## src/rtl/alu_result_stage_if.sv

```systemverilog
// Handshake bundle between the ALU, the result stage and its consumer.
// slave = the result stage itself; master = the ALU/consumer side that drives it.
interface alu_result_stage_if #(
    parameter int WIDTH = 32
);
    logic             in_valid;
    logic             in_ready;
    logic [WIDTH-1:0] alu_result;
    logic             alu_carryout;
    logic             alu_zero;
    logic             alu_overflow;
    logic [2:0]       alu_command;

    logic             out_valid;
    logic             out_ready;
    logic [WIDTH-1:0] out_result;
    logic [2:0]       out_flags;
    logic [2:0]       out_command;

    modport slave (
        input  in_valid, alu_result, alu_carryout, alu_zero, alu_overflow, alu_command,
        output in_ready,
        output out_valid, out_result, out_flags, out_command,
        input  out_ready
    );

    modport master (
        output in_valid, alu_result, alu_carryout, alu_zero, alu_overflow, alu_command,
        input  in_ready,
        input  out_valid, out_result, out_flags, out_command,
        output out_ready
    );
endinterface

```

## src/rtl/alu_result_stage.sv

```systemverilog
// Two-entry skid buffer behind the ALU with sticky ADD/SUB carry/overflow and a pop counter.
// Latency 1 cycle when empty; in_ready depends on registered occupancy only, never on out_ready.
module alu_result_stage #(
    parameter int WIDTH     = 32,
    parameter int CNT_WIDTH = 16
) (
    input  logic                 clk,
    input  logic                 reset,
    alu_result_stage_if.slave    bus,
    input  logic                 clear_sticky,
    output logic                 sticky_carry,
    output logic                 sticky_ovf,
    output logic [CNT_WIDTH-1:0] result_count
);

    typedef struct packed {
        logic [WIDTH-1:0] result;
        logic [2:0]       flags;    // {overflow, zero, carryout}
        logic [2:0]       command;
    } entry_t;

    typedef enum logic [1:0] {
        EMPTY = 2'd0,
        ONE   = 2'd1,
        TWO   = 2'd2
    } state_t;

    localparam logic [2:0] CMD_ADD = 3'd0;
    localparam logic [2:0] CMD_SUB = 3'd1;

    state_t                state_q;
    entry_t                head_q;
    entry_t                tail_q;
    logic                  in_ready_q;
    logic                  out_valid_q;
    logic                  sticky_carry_q, sticky_carry_d;
    logic                  sticky_ovf_q,   sticky_ovf_d;
    logic [CNT_WIDTH-1:0]  result_count_q, result_count_d;

    entry_t                in_entry;
    logic                  push;
    logic                  pop;
    logic                  arith_push;

    assign in_entry = {bus.alu_result,
                       bus.alu_overflow, bus.alu_zero, bus.alu_carryout,
                       bus.alu_command};

    assign push = bus.in_valid & in_ready_q;
    assign pop  = out_valid_q & bus.out_ready;

    // Occupancy FSM; in_ready/out_valid are registered alongside the state.
    always_ff @(posedge clk or posedge reset) begin
        if (reset) begin
            state_q     <= EMPTY;
            head_q      <= '0;
            tail_q      <= '0;
            in_ready_q  <= 1'b1;
            out_valid_q <= 1'b0;
        end else begin
            case (state_q)
                EMPTY: begin
                    if (push) begin
                        head_q      <= in_entry;
                        state_q     <= ONE;
                        out_valid_q <= 1'b1;
                    end
                end
                ONE: begin
                    if (push && !pop) begin
                        tail_q     <= in_entry;
                        state_q    <= TWO;
                        in_ready_q <= 1'b0;
                    end else if (!push && pop) begin
                        state_q     <= EMPTY;
                        out_valid_q <= 1'b0;
                    end else if (push && pop) begin
                        head_q <= in_entry;
                    end
                end
                TWO: begin
                    if (pop) begin
                        head_q     <= tail_q;
                        state_q    <= ONE;
                        in_ready_q <= 1'b1;
                    end
                end
                default: begin
                    state_q     <= EMPTY;
                    in_ready_q  <= 1'b1;
                    out_valid_q <= 1'b0;
                end
            endcase
        end
    end

    // A setting push beats a simultaneous clear.
    assign arith_push = push & ((bus.alu_command == CMD_ADD) | (bus.alu_command == CMD_SUB));

    always_comb begin
        sticky_carry_d = (sticky_carry_q & ~clear_sticky) | (arith_push & bus.alu_carryout);
        sticky_ovf_d   = (sticky_ovf_q   & ~clear_sticky) | (arith_push & bus.alu_overflow);
        result_count_d = result_count_q;
        if (pop) begin
            result_count_d = result_count_q + CNT_WIDTH'(1);
        end
    end

    always_ff @(posedge clk or posedge reset) begin
        if (reset) begin
            sticky_carry_q <= 1'b0;
            sticky_ovf_q   <= 1'b0;
            result_count_q <= '0;
        end else begin
            sticky_carry_q <= sticky_carry_d;
            sticky_ovf_q   <= sticky_ovf_d;
            result_count_q <= result_count_d;
        end
    end

    assign bus.in_ready    = in_ready_q;
    assign bus.out_valid   = out_valid_q;
    assign bus.out_result  = head_q.result;
    assign bus.out_flags   = head_q.flags;
    assign bus.out_command = head_q.command;

    assign sticky_carry    = sticky_carry_q;
    assign sticky_ovf      = sticky_ovf_q;
    assign result_count    = result_count_q;

endmodule

```

## src/flat_wrapper.sv

```systemverilog
// flat-port wrapper written by rule: the top's interface ports become plain ports
module alu_result_stage_flat 
#(
    parameter int WIDTH     = 32,
    parameter int CNT_WIDTH = 16
)
  (clk, reset, clear_sticky, sticky_carry, sticky_ovf, result_count, bus_in_valid, bus_alu_result, bus_alu_carryout, bus_alu_zero, bus_alu_overflow, bus_alu_command, bus_in_ready, bus_out_valid, bus_out_result, bus_out_flags, bus_out_command, bus_out_ready);
  alu_result_stage_if #(.WIDTH(WIDTH)) bus_i ();
  input  logic clk;
  input  logic reset;
  input  logic clear_sticky;
  output logic sticky_carry;
  output logic sticky_ovf;
  output logic [CNT_WIDTH-1:0] result_count;
  input wire logic [$bits(bus_i.in_valid)-1:0] bus_in_valid;
  input wire logic [$bits(bus_i.alu_result)-1:0] bus_alu_result;
  input wire logic [$bits(bus_i.alu_carryout)-1:0] bus_alu_carryout;
  input wire logic [$bits(bus_i.alu_zero)-1:0] bus_alu_zero;
  input wire logic [$bits(bus_i.alu_overflow)-1:0] bus_alu_overflow;
  input wire logic [$bits(bus_i.alu_command)-1:0] bus_alu_command;
  output wire logic [$bits(bus_i.in_ready)-1:0] bus_in_ready;
  output wire logic [$bits(bus_i.out_valid)-1:0] bus_out_valid;
  output wire logic [$bits(bus_i.out_result)-1:0] bus_out_result;
  output wire logic [$bits(bus_i.out_flags)-1:0] bus_out_flags;
  output wire logic [$bits(bus_i.out_command)-1:0] bus_out_command;
  input wire logic [$bits(bus_i.out_ready)-1:0] bus_out_ready;
  assign bus_i.in_valid = bus_in_valid;
  assign bus_i.alu_result = bus_alu_result;
  assign bus_i.alu_carryout = bus_alu_carryout;
  assign bus_i.alu_zero = bus_alu_zero;
  assign bus_i.alu_overflow = bus_alu_overflow;
  assign bus_i.alu_command = bus_alu_command;
  assign bus_in_ready = bus_i.in_ready;
  assign bus_out_valid = bus_i.out_valid;
  assign bus_out_result = bus_i.out_result;
  assign bus_out_flags = bus_i.out_flags;
  assign bus_out_command = bus_i.out_command;
  assign bus_i.out_ready = bus_out_ready;
  alu_result_stage #(.WIDTH(WIDTH), .CNT_WIDTH(CNT_WIDTH)) u_core (.clk(clk), .reset(reset), .bus(bus_i), .clear_sticky(clear_sticky), .sticky_carry(sticky_carry), .sticky_ovf(sticky_ovf), .result_count(result_count));
endmodule
```

## config.mk

```make
export PLATFORM = sky130hd
export DESIGN_NAME = alu_result_stage_flat
export DESIGN_NICKNAME = d
export VERILOG_FILES = /design/src/rtl/alu_result_stage_if.sv /design/src/rtl/alu_result_stage.sv /design/src/flat_wrapper.sv
export SDC_FILE = /design/constraint.sdc
export NUM_CORES = 1
export LEC_CHECK = 0
export ABC_AREA = 1
export CORE_MARGIN = 1.5
export CORE_UTILIZATION = 45
export CTS_CLUSTER_SIZE = 24
export DETAILED_ROUTE_END_ITERATION = 10
export PLACE_DENSITY = 0.76
export SKIP_CTS_REPAIR_TIMING = 1
export SLEW_MARGIN = 0
export SYNTH_ARGS = -nofsm -noshare
export SYNTH_HDL_FRONTEND = slang
export SYNTH_SLANG_ARGS = --single-unit
```

## constraint.sdc

```tcl
create_clock -name clk -period 2.8 [get_ports clk]
set_clock_uncertainty 0.1 [all_clocks]
set_input_delay 0.28 -clock clk [delete_from_list [all_inputs] [get_ports clk]]
set_output_delay 0.28 -clock clk [all_outputs]
set_load 0.02 [all_outputs]
```

Yosys cells after proc, flatten, opt, wreduce, memory -nomap -nowiden
Index checks and enable logic that the tools add are counted.

Output and inout port bits: 58. Register bits: 98. Input port bits: 43. Logic and storage cells: 68.

Eq/ne operators: 11. Add/subtract/negate cells: 1. Reduce and logical (&&, ||, !) cells: 13. Bitwise logic cells: 13. Muxes and demuxes: 18.

Operators by type and width (count): 2-to-1 mux 38 bit (5); one-hot mux 38 bit (3 select lines) (1); adder 16 x 1 -> 16 bit (second input constant) (1); inequality test 2 x 1 -> 1 bit (second input constant) (5); 2-to-1 mux 2 bit (4); AND 1 bit (7); one-hot mux 1 bit (3 select lines) (2); one-hot mux 2 bit (3 select lines) (1); AND reduction 3 bit (2); AND reduction 6 bit (1); 2-to-1 mux 1 bit (5); inequality test 2 bit (second input constant) (2); AND reduction 4 bit (1); == test 3 x 1 -> 1 bit (second input constant) (1); logical AND 1 bit (3); logical NOT 3 bit (1); inequality test 3 x 1 -> 1 bit (second input constant) (1); NOT 1 bit (3); OR 1 bit (3); nonzero test 3 bit (1); == test 2 x 1 -> 1 bit (second input constant) (1); == test 2 bit (second input constant) (1); logical NOT 1 bit (2); logical NOT 2 bit (1); AND reduction 2 bit (1).

Depth between registers and ports, before layout
Gate-level depths: netlist of the first run.

Depth in word-level cells: 6. Depth in mapped cells: 9. Mapped depth without buffers: 7.

Least setup slack after synthesis of the first run
Ideal clock, no wire load.

Path kind: reg2reg. Start: register u_core.in_ready_q (netlist: u_core.bus.in_ready). End: register u_core.head_q, in the netlist u_core.bus.out_result[10]. Period minus slack after synthesis: 1639 ps. Buffers on the path: 2. Data required time: 2584 ps. Setup slack: 1161 ps. Stages on the path, launching flop included: 9. Library setup time: 116 ps. Arrival: 1423 ps. Cells stage by stage: dfstp_2 -> nand2_1 -> or2_1 -> nand2_1 -> nand2_1 -> buf_6 -> buf_2 -> nand2_1 -> nand2_1.

Longest elaborated chain between the ends: 5. Elaborated cells between the ends (all ways): 10. Classes of those cells: eq/ne: 4; bitwise: 1; reduce/logical: 5.

RTL lines: start, declared (RTL line alu_result_stage.sv:34) `logic in_ready_q;`; start signal, assigned (RTL line alu_result_stage.sv:58) `in_ready_q <= 1'b1;`; start signal, assigned (RTL line alu_result_stage.sv:73) `in_ready_q <= 1'b0;`; start signal, assigned (RTL line alu_result_stage.sv:85) `in_ready_q <= 1'b1;`; AND 1 bit * (RTL line alu_result_stage.sv:49) `assign push = bus.in_valid & in_ready_q;`; logical NOT 1 bit (RTL line alu_result_stage.sv:74) `end else if (!push && pop) begin`; logical AND 1 bit (RTL line alu_result_stage.sv:74); inequality test 2 bit (no source line); AND reduction 6 bit (no source line) *; end signal, assigned (RTL line alu_result_stage.sv:64) `head_q <= in_entry;`; end signal, assigned (RTL line alu_result_stage.sv:78) `head_q <= in_entry;`; end signal, assigned (RTL line alu_result_stage.sv:83) `head_q <= tail_q;`; end, declared (RTL line alu_result_stage.sv:32) `entry_t head_q;`.

Mark *: on every way between the ends. The rest lies on a longest branch, timed or not. A chain may end at the register's enable or synchronous reset.

Worst setup path after layout of the first run
Start: register u_core.state_q[0]. End: register u_core.head_q, in the netlist u_core.bus.out_result[0].

Longest elaborated chain between the ends: 3. Elaborated cells between the ends (all ways): 11. Classes of those cells: eq/ne: 7; mux: 1; reduce/logical: 3.

RTL lines: start, declared (RTL line alu_result_stage.sv:31) `state_t state_q;`; start signal, assigned (RTL line alu_result_stage.sv:55) `state_q <= EMPTY;`; start signal, assigned (RTL line alu_result_stage.sv:65) `state_q <= ONE;`; start signal, assigned (RTL line alu_result_stage.sv:72) `state_q <= TWO;`; == test 2 x 1 -> 1 bit (tied with other cells) (RTL line alu_result_stage.sv:61) `case (state_q)`; inequality test 2 bit (no source line) (tied with other cells); AND reduction 6 bit (no source line).

Several ways; a longest one is shown, not always the timed one.

==> results by group, run 1 <==
Synth
  • Synth area leader: dfrtp_1
  • Top-count cell post-synth: nand2_1
  • Syn_area_per_cell: 8.31 um2
  • Largest cells by area after synthesis: dfrtp_1 (56%), nand2_1 (15%), o21ai_0 (5.6%), inv_1 (4.8%), a21oi_1 (3.4%)
  • Netlist Area Pre-Place: ~0.0044 mm2
  • Top cell type's share of synthesized area: 55.7%
  • EDFF count, synth: 0
  • Syn_nets: 568
  • Seq/Total Area, Yosys: 56.3%
  • Share of flip-flops with an asynchronous set or reset: 100%
  • Synth Register Bits: just under 100
  • Synth top cells by count: nand2_1 (179), dfrtp_1 (97), inv_1 (56)
  • Yosys Warn Count: 0
  • Post-synth top flop: dfrtp_1
  • Synth cell types: 27
  • Cells after Synth: about 520

Worst hold path
  • Hold Crit Class: primary input to asynchronous set/reset pin

STA
  • RSZ-0062 raised after global routing: false
  • Slew at the pin with the worst max-slew slack: ~0.52 ns
  • Slew Limit Fails: 0
  • FMAX: between 500 and 600 MHz
  • Final hold violation count: 0
  • Final Cycle Share: between 60% and 70%
  • Final Critical Period: 1.93 ns
  • Final setup viols: 0
  • Setup TNS: 0 ns
  • Slew HR: 65.4%

Detailed routing
  • Final wirelength: 9.63 mm
  • Drt pass-1 iters: 4
  • Wire per inst: roughly 13 um
  • Vias: approximately 3700
  • DRC viols: 0
  • Routed vias/inst: 4.91
  • 1st-iter DRT viols: about 140
  • Routed Antenna Nets: 0

Floorplan
  • FP Rows: 35
  • Ports: approximately 100
  • Die width: between 100 and 150 um
  • Die area: between 0.01 and 0.015 mm2
  • Initial Util: between 40% and 50%
  • Die height: 101 um
  • Core Box Area: around 0.0093 mm2

Clocking
  • Max clock buf depth: 2
  • CTS H-tree depth: 3
  • Clock Sink Count: 98
  • CTS buffer count: 9
  • Root Driver: clkbuf_8
  • CTS tree: yes
  • Clock latency on the worst-skew pair: roughly 0.35 ns
  • Clk pin slew, worst setup/hold paths: 0.09 ns

Power and ir drop
  • Power Dens Cells: 459 mW/mm2
  • Total power: ~2.6 mW
  • VDD IR max: between 0.3 and 0.4 mV
  • Leak: 2.63 nW

Place
  • Placer Congestion: between 0.8 and 0.9
  • IO Port Bufs: 100
  • DP HPWL: between 6 and 7 mm

Setup path
  • CP startpoint kind: register
  • Crit path from: u_core.state_q[0]$_DFFE_PP0P_
  • Reg2reg setup slack: 0.87 ns
  • WP data arrival: 2.10 ns
  • Reg2Reg Depth: 7
  • Critical-path maximum fanout: 30
  • Worst R2R Start: u_core.state_q[0]$_DFFE_PP0P_
  • Setup CP Type: register to register
  • Crit. End Element: register
  • FF-to-FF End: u_core.bus.out_result[0]$_DFFE_PP0P_
  • Crit path required time: slightly below 3 ns

Global route
  • Global-route wire length before repair: between 15 and 20 mm
  • Overall routing resource usage: 19.8%
  • Initial antenna violation count: 0
  • Largest net degree at the start of global routing: between 90 and 100
  • Vias in the first global route: 3704
  • Grt total ovfl: 0

Job
  • MaxCap Viol Count: 0

Finish
  • Fill cells: around 840
  • Area delta synth->final: 30.0%
  • Share of layout cells above drive strength 1: 5.00%
  • Layout net count: 660
  • Number of diodes: 0

Outcome
  • Status: finished, final reports clean
-- per-layer routing --
metal,up-vias,GRT usage [%],routed length [um]
met1,1762,24.9,4300
li1,1801,-,-
met2,102,33.6,4760
met3,10,5.45,477
met5,-,0,0
met4,0,6.09,85
-- final cells by class --
cell class	instances	area, um2	share of cell area [%]
Tap cell	129	161	2.85
Clock buffer	10	138	2.43
Inverter	58	226	4.00
Multi-Input combinational cell	343	1520	26.9
Sequential cell	98	2450	43.3
Clock inverter	5	103	1.81
Timing Repair Buffer	106	1060	18.7
-- through the flow --
step / hold WS [ns] / util (%) / instance area [um2] / setup slack (ns) / instances
after CTS: 0.330 / 60.7 / 5660 / 0.865 / 749
after floorplan: 0.279 / - / 4360 / 1.16 / 524
after global placement: 0.361 / 58.1 / 5420 / 0.694 / 734
after detailed placement: 0.369 / 58.1 / 5420 / 0.605 / 734
final: 0.289 / 60.7 / 5660 / 0.873 / 749
after global routing: 0.346 / 60.7 / 5660 / 0.654 / 749
-- registers in the layout, summed over array words and instances, names as in the netlist --
name / cells
u_core.bus.in_ready: 1
u_core.bus.out_command: 3
u_core.bus.out_flags: 3
u_core.bus.out_result: 32
u_core.bus.out_valid: 1
u_core.result_count: 16
u_core.state_q: 2
u_core.sticky_carry: 1
u_core.sticky_ovf: 1
u_core.tail_q: 38
-- worst max-delay path, cell delays in order (launching register included) --
cell	delay (ns)
dfrtp_1	0.43
inv_2	0.08
nand2_2	0.38
nand2_1	0.13
nand2_2	0.27
buf_4	0.29
nand2_1	0.08
o21ai_1	0.08
-- where the power goes --
part	internal [mW]	total [mW]	switching (mW)
Combinational	0.0557	0.103	0.0477
Sequential	1.41	1.41	0.0000000000000000517
Clock	0.611	1.08	0.469
Total	2.08	2.60	0.516
-- cell usage in the layout, fill, tap and decap left out --
| cell | count |
|---|---|
| nand2_1 | 178 |
| clkdlybuf4s50_1 | 100 |
| dfrtp_1 | 97 |
| inv_1 | 55 |
| o21ai_0 | 49 |
| nor2_1 | 40 |
| a21oi_1 | 30 |
| o21ai_1 | 10 |
| clkbuf_8 | 10 |
| nand3_1 | 8 |
| xor2_1 | 6 |
| xnor2_1 | 5 |
| buf_4 | 5 |
| nand4_1 | 4 |
| bufinv_16 | 3 |
| nor2_2 | 2 |
| nor3_1 | 2 |
| nand2_2 | 2 |
| o22ai_1 | 2 |
| clkinvlp_4 | 2 |
| inv_2 | 1 |
| nand3_2 | 1 |
| nor3_2 | 1 |
| or2_1 | 1 |
| o221ai_1 | 1 |
| inv_6 | 1 |
| ha_1 | 1 |
| clkinv_2 | 1 |
| buf_12 | 1 |
| dfstp_2 | 1 |
-- kinds of logic after synthesis --
kind of cell | synth area share (%)
adder cells (fa/ha/maj) | 0.287
AND/OR/NAND/NOR | 21.6
buffers and inverters | 8.82
AO/OA/AOI/OAI | 10.7
flip-flops | 56.3
XOR/XNOR | 2.21
-- worst max-delay path by stage --
stage                                             to  slack (ns)  depth (start not counted)
4_1_cts         u_core.bus.out_result[0]$_DFFE_PP0P_        0.86                          7
6_report        u_core.bus.out_result[0]$_DFFE_PP0P_        0.87                          7
5_1_grt         u_core.bus.out_result[0]$_DFFE_PP0P_        0.65                          7
3_3_place_gp    u_core.bus.out_result[1]$_DFFE_PP0P_        0.69                          7
2_1_floorplan  u_core.bus.out_result[10]$_DFFE_PP0P_        1.16                          8
3_5_place_dp    u_core.bus.out_result[0]$_DFFE_PP0P_        0.61                          7
Power figures use the tool's default switching activity.
==> run 2, diff against run 1 <==
clock period = 1.6 ns   (was 2.8 ns; I/O delays follow)
==> results by group, run 2 (synthesis gave the netlist of run 1 again) <==
Finish
  • Commonest non-fill, non-tap cell in the layout: nand2_1 (unchanged)
  • Final core occ: 68.2% (was 60.7%)
  • Max FFs per register: 38 (unchanged)
  • Area delta synth->final: 46.2% (was 30.0%)
  • Fin area: 0.00637 mm2 (was 0.00566 mm2)
  • Layout net count: 682 (was 660)
  • Commonest cells after routing, fill and taps aside: nand2_1 (137), dfrtp_1 (97), dlymetal6s2s_1 (58), inv_1 (54), o21ai_0 (48) (was nand2_1 (178), clkdlybuf4s50_1 (100), dfrtp_1 (97), inv_1 (55), o21ai_0 (49))
  • Final Non-Filler Cells: 772 (was 749)
  • Share of layout cells above drive strength 1: 16.6% (was 5.00%)
  • Biggest register: u_core.tail_q (unchanged)
  • Number of diodes: 0 (unchanged)

Setup path
  • Critical-path maximum fanout: 6 (was 30)
  • Crit-path cells: nand2_2 -> or2_4 -> nand2_8 -> nand2_8 -> clkbuf_16 -> nand2_4 -> o21ai_2 (was inv_2 -> nand2_2 -> nand2_1 -> nand2_2 -> buf_4 -> nand2_1 -> o21ai_1)
  • Crit path required time: 1.76 ns (was 2.98 ns)
  • Family with the most delay on the worst path: simple AND/OR/NAND/NOR gates (unchanged)
  • Setup CP Type: register to register (unchanged)
  • CP startpoint kind: register (unchanged)
  • CP max stage cell: dfstp_2 (was dfrtp_1)
  • Most used cell, CP: nand2_8
  • CP max stage delay: 0.56 ns (was 0.43 ns)
  • Buf/Inv on CP: 1 (was 2)
  • Crit. End Element: register (unchanged)
  • WP data arrival: 1.77 ns (was 2.10 ns)

Global route
  • Grt total ovfl: 0 (unchanged)
  • Initial antenna violation count: 0 (unchanged)
  • Vias in the first global route: 3614 (was 3704)
  • Overall routing resource usage: 20.4% (was 19.8%)
  • Global-route wire length before repair: 16.4 mm (was 16.2 mm)
  • Largest net degree at the start of global routing: 57 (was 99)

Place
  • Placer Congestion: 0.819 (was 0.830)
  • Dpl cell area: 0.00558 mm2 (was 0.00542 mm2)
  • DP HPWL: 6.82 mm (was 6.55 mm)
  • IO Port Bufs: 100 (unchanged)
  • Setup WS pre-CTS: -0.114 ns (was 0.605 ns)
  • # placed instances: 745 (was 734)

Floorplan
  • Die width: 101 um (unchanged)
  • FP Rows: 35 (unchanged)
  • Die height: 101 um (unchanged)
  • Ports: 101 (unchanged)
  • Initial Util: 46.7% (unchanged)
  • Core Box Area: 0.00933 mm2 (unchanged)
  • Die area: 0.0103 mm2 (unchanged)

Detailed routing
  • DRC viols: 0 (unchanged)
  • Wire per inst: 14.1 um (was 12.9 um)
  • Routed wl met2: 5.32 mm (was 4.76 mm)
  • Routed Antenna Nets: 0 (unchanged)
  • Drt pass-1 iters: 4 (unchanged)
  • 1st-iter DRT viols: 106 (was 142)
  • Vias: 3773 (was 3675)
  • Max layer used: met4 (unchanged)
  • WL met1: 4.74 mm (was 4.30 mm)
  • Final wirelength: 10.9 mm (was 9.63 mm)
  • Routed vias/inst: 4.89 (was 4.91)
  • Routed wl met3: 612 um (was 477 um)

Power and ir drop
  • Leak: 3.31 nW (was 2.63 nW)
  • Switching Share: 22.0% (was 19.9%)
  • Internal power: 3.52 mW (was 2.08 mW)
  • Reg power frac: 54.8% (was 54.4%)
  • VDD IR max: 0.630 mV (was 0.329 mV)
  • Clock power share: 41.0% (was 41.6%)
  • Net Sw Power: 0.994 mW (was 0.516 mW)
  • Power Dens Cells: 709 mW/mm2 (was 459 mW/mm2)
  • Total power: 4.52 mW (was 2.60 mW)
  • Comb power frac: 4.2% (was 4.0%)

Outcome
  • Violated checks: negative setup slack
  • Status: finished with violations (was finished, final reports clean)

Clocking
  • CTS buffer count: 9 (unchanged)
  • Clock latency on the worst-skew pair: 0.37 ns (was 0.35 ns)
  • CTS tree: yes (unchanged)
  • Root Driver: clkbuf_8 (unchanged)
  • Clock Sink Count: 98 (unchanged)
  • CTS H-tree depth: 3 (unchanged)
  • Max clock buf depth: 2 (unchanged)
  • Clk pin slew, worst setup/hold paths: 0.09 ns (about the same)

STA
  • Final Critical Period: 1.61 ns (was 1.93 ns)
  • Final Cycle Share: 101% (was 68.8%)
  • Final hold violation count: 0 (unchanged)
  • Slew at the pin with the worst max-slew slack: 0.439 ns (was 0.519 ns)
  • FMAX: 621 MHz (was 519 MHz)
  • Setup TNS: -0.0357 ns (was 0 ns)
  • PnR worst setup slack: -0.0113 ns (was 0.873 ns)
  • Slew HR: 70.7% (was 65.4%)
  • Slew Limit Fails: 0 (unchanged)
  • RSZ-0062 raised after global routing: true (was false)
  • Final setup viols: 7 (was 0)
  • Min Hold Slack: 0.125 ns (was 0.289 ns)

Job
  • MaxCap Viol Count: 0 (unchanged)

Worst hold path
  • Hold Crit Class: primary input to asynchronous set/reset pin (unchanged)
run 2: cell count changes in the layout (fill, tap and decap cells not counted), sizes merged:
cell,previous run,this run
clkdlybuf4s50,100,42
dlymetal6s2s,0,58
buf,6,21
clkbuf,10,15
inv,57,60
bufinv,3,2
nand2,180,181
run 2: power by group through the flow:
stage | Sequential [mW] | Clock [mW] | Combinational, mW
finish | 2.47 | 1.85 | 0.189
global route | 2.48 | 1.98 | 0.208
detailed placement | 2.52 | 0 | 0.190
global placement | 2.52 | 0 | 0.191
floorplan | 2.52 | 0 | 0.0433
CTS | 2.47 | 1.89 | 0.192
run 2: layer usage:
metal / GRT usage, % / vias to the layer above
met5: 0 / -
met4: 8.12 / 0
met3: 5.66 / 18
met2: 32.8 / 101
met1: 26.2 / 1800
li1: - / 1854
run 2: worst paths after layout:
check	from	endpoint	slack, ns	cells after the start
setup / recovery	u_core.bus.in_ready$_DFFE_PP1P_	u_core.bus.out_result[2]$_DFFE_PP0P_	-0.01	7
hold / removal	reset	u_core.bus.out_flags[1]$_DFFE_PP0P_	0.12	3
setup reg to reg	u_core.bus.in_ready$_DFFE_PP1P_	u_core.bus.out_result[2]$_DFFE_PP0P_	-0.01	7
hold reg to reg	u_core.tail_q[1]$_DFFE_PP0P_	u_core.tail_q[1]$_DFFE_PP0P_	0.39	2
max in group asynchronous	reset	u_core.bus.out_result[12]$_DFFE_PP0P_	1.01	3
min in group clk	bus_alu_result[3]	u_core.tail_q[9]$_DFFE_PP0P_	0.27	3
run 2: worst min-delay path: stages:
cell and delay, ns:
clkdlybuf4s50_1 0.44, clkinvlp_4 0.13, buf_12 0.24
run 2: area by class of cell:
cell class / instances / area (um2)
clock buffers: 10 / 138
repair inverters: 1 / 8.76
flip-flops and latches: 98 / 2450
multi-input cells: 344 / 1740
fillers: 741 / 2960
well taps: 129 / 161
clock inverters: 6 / 96.3
inverters: 58 / 234
repair buffers: 126 / 1530
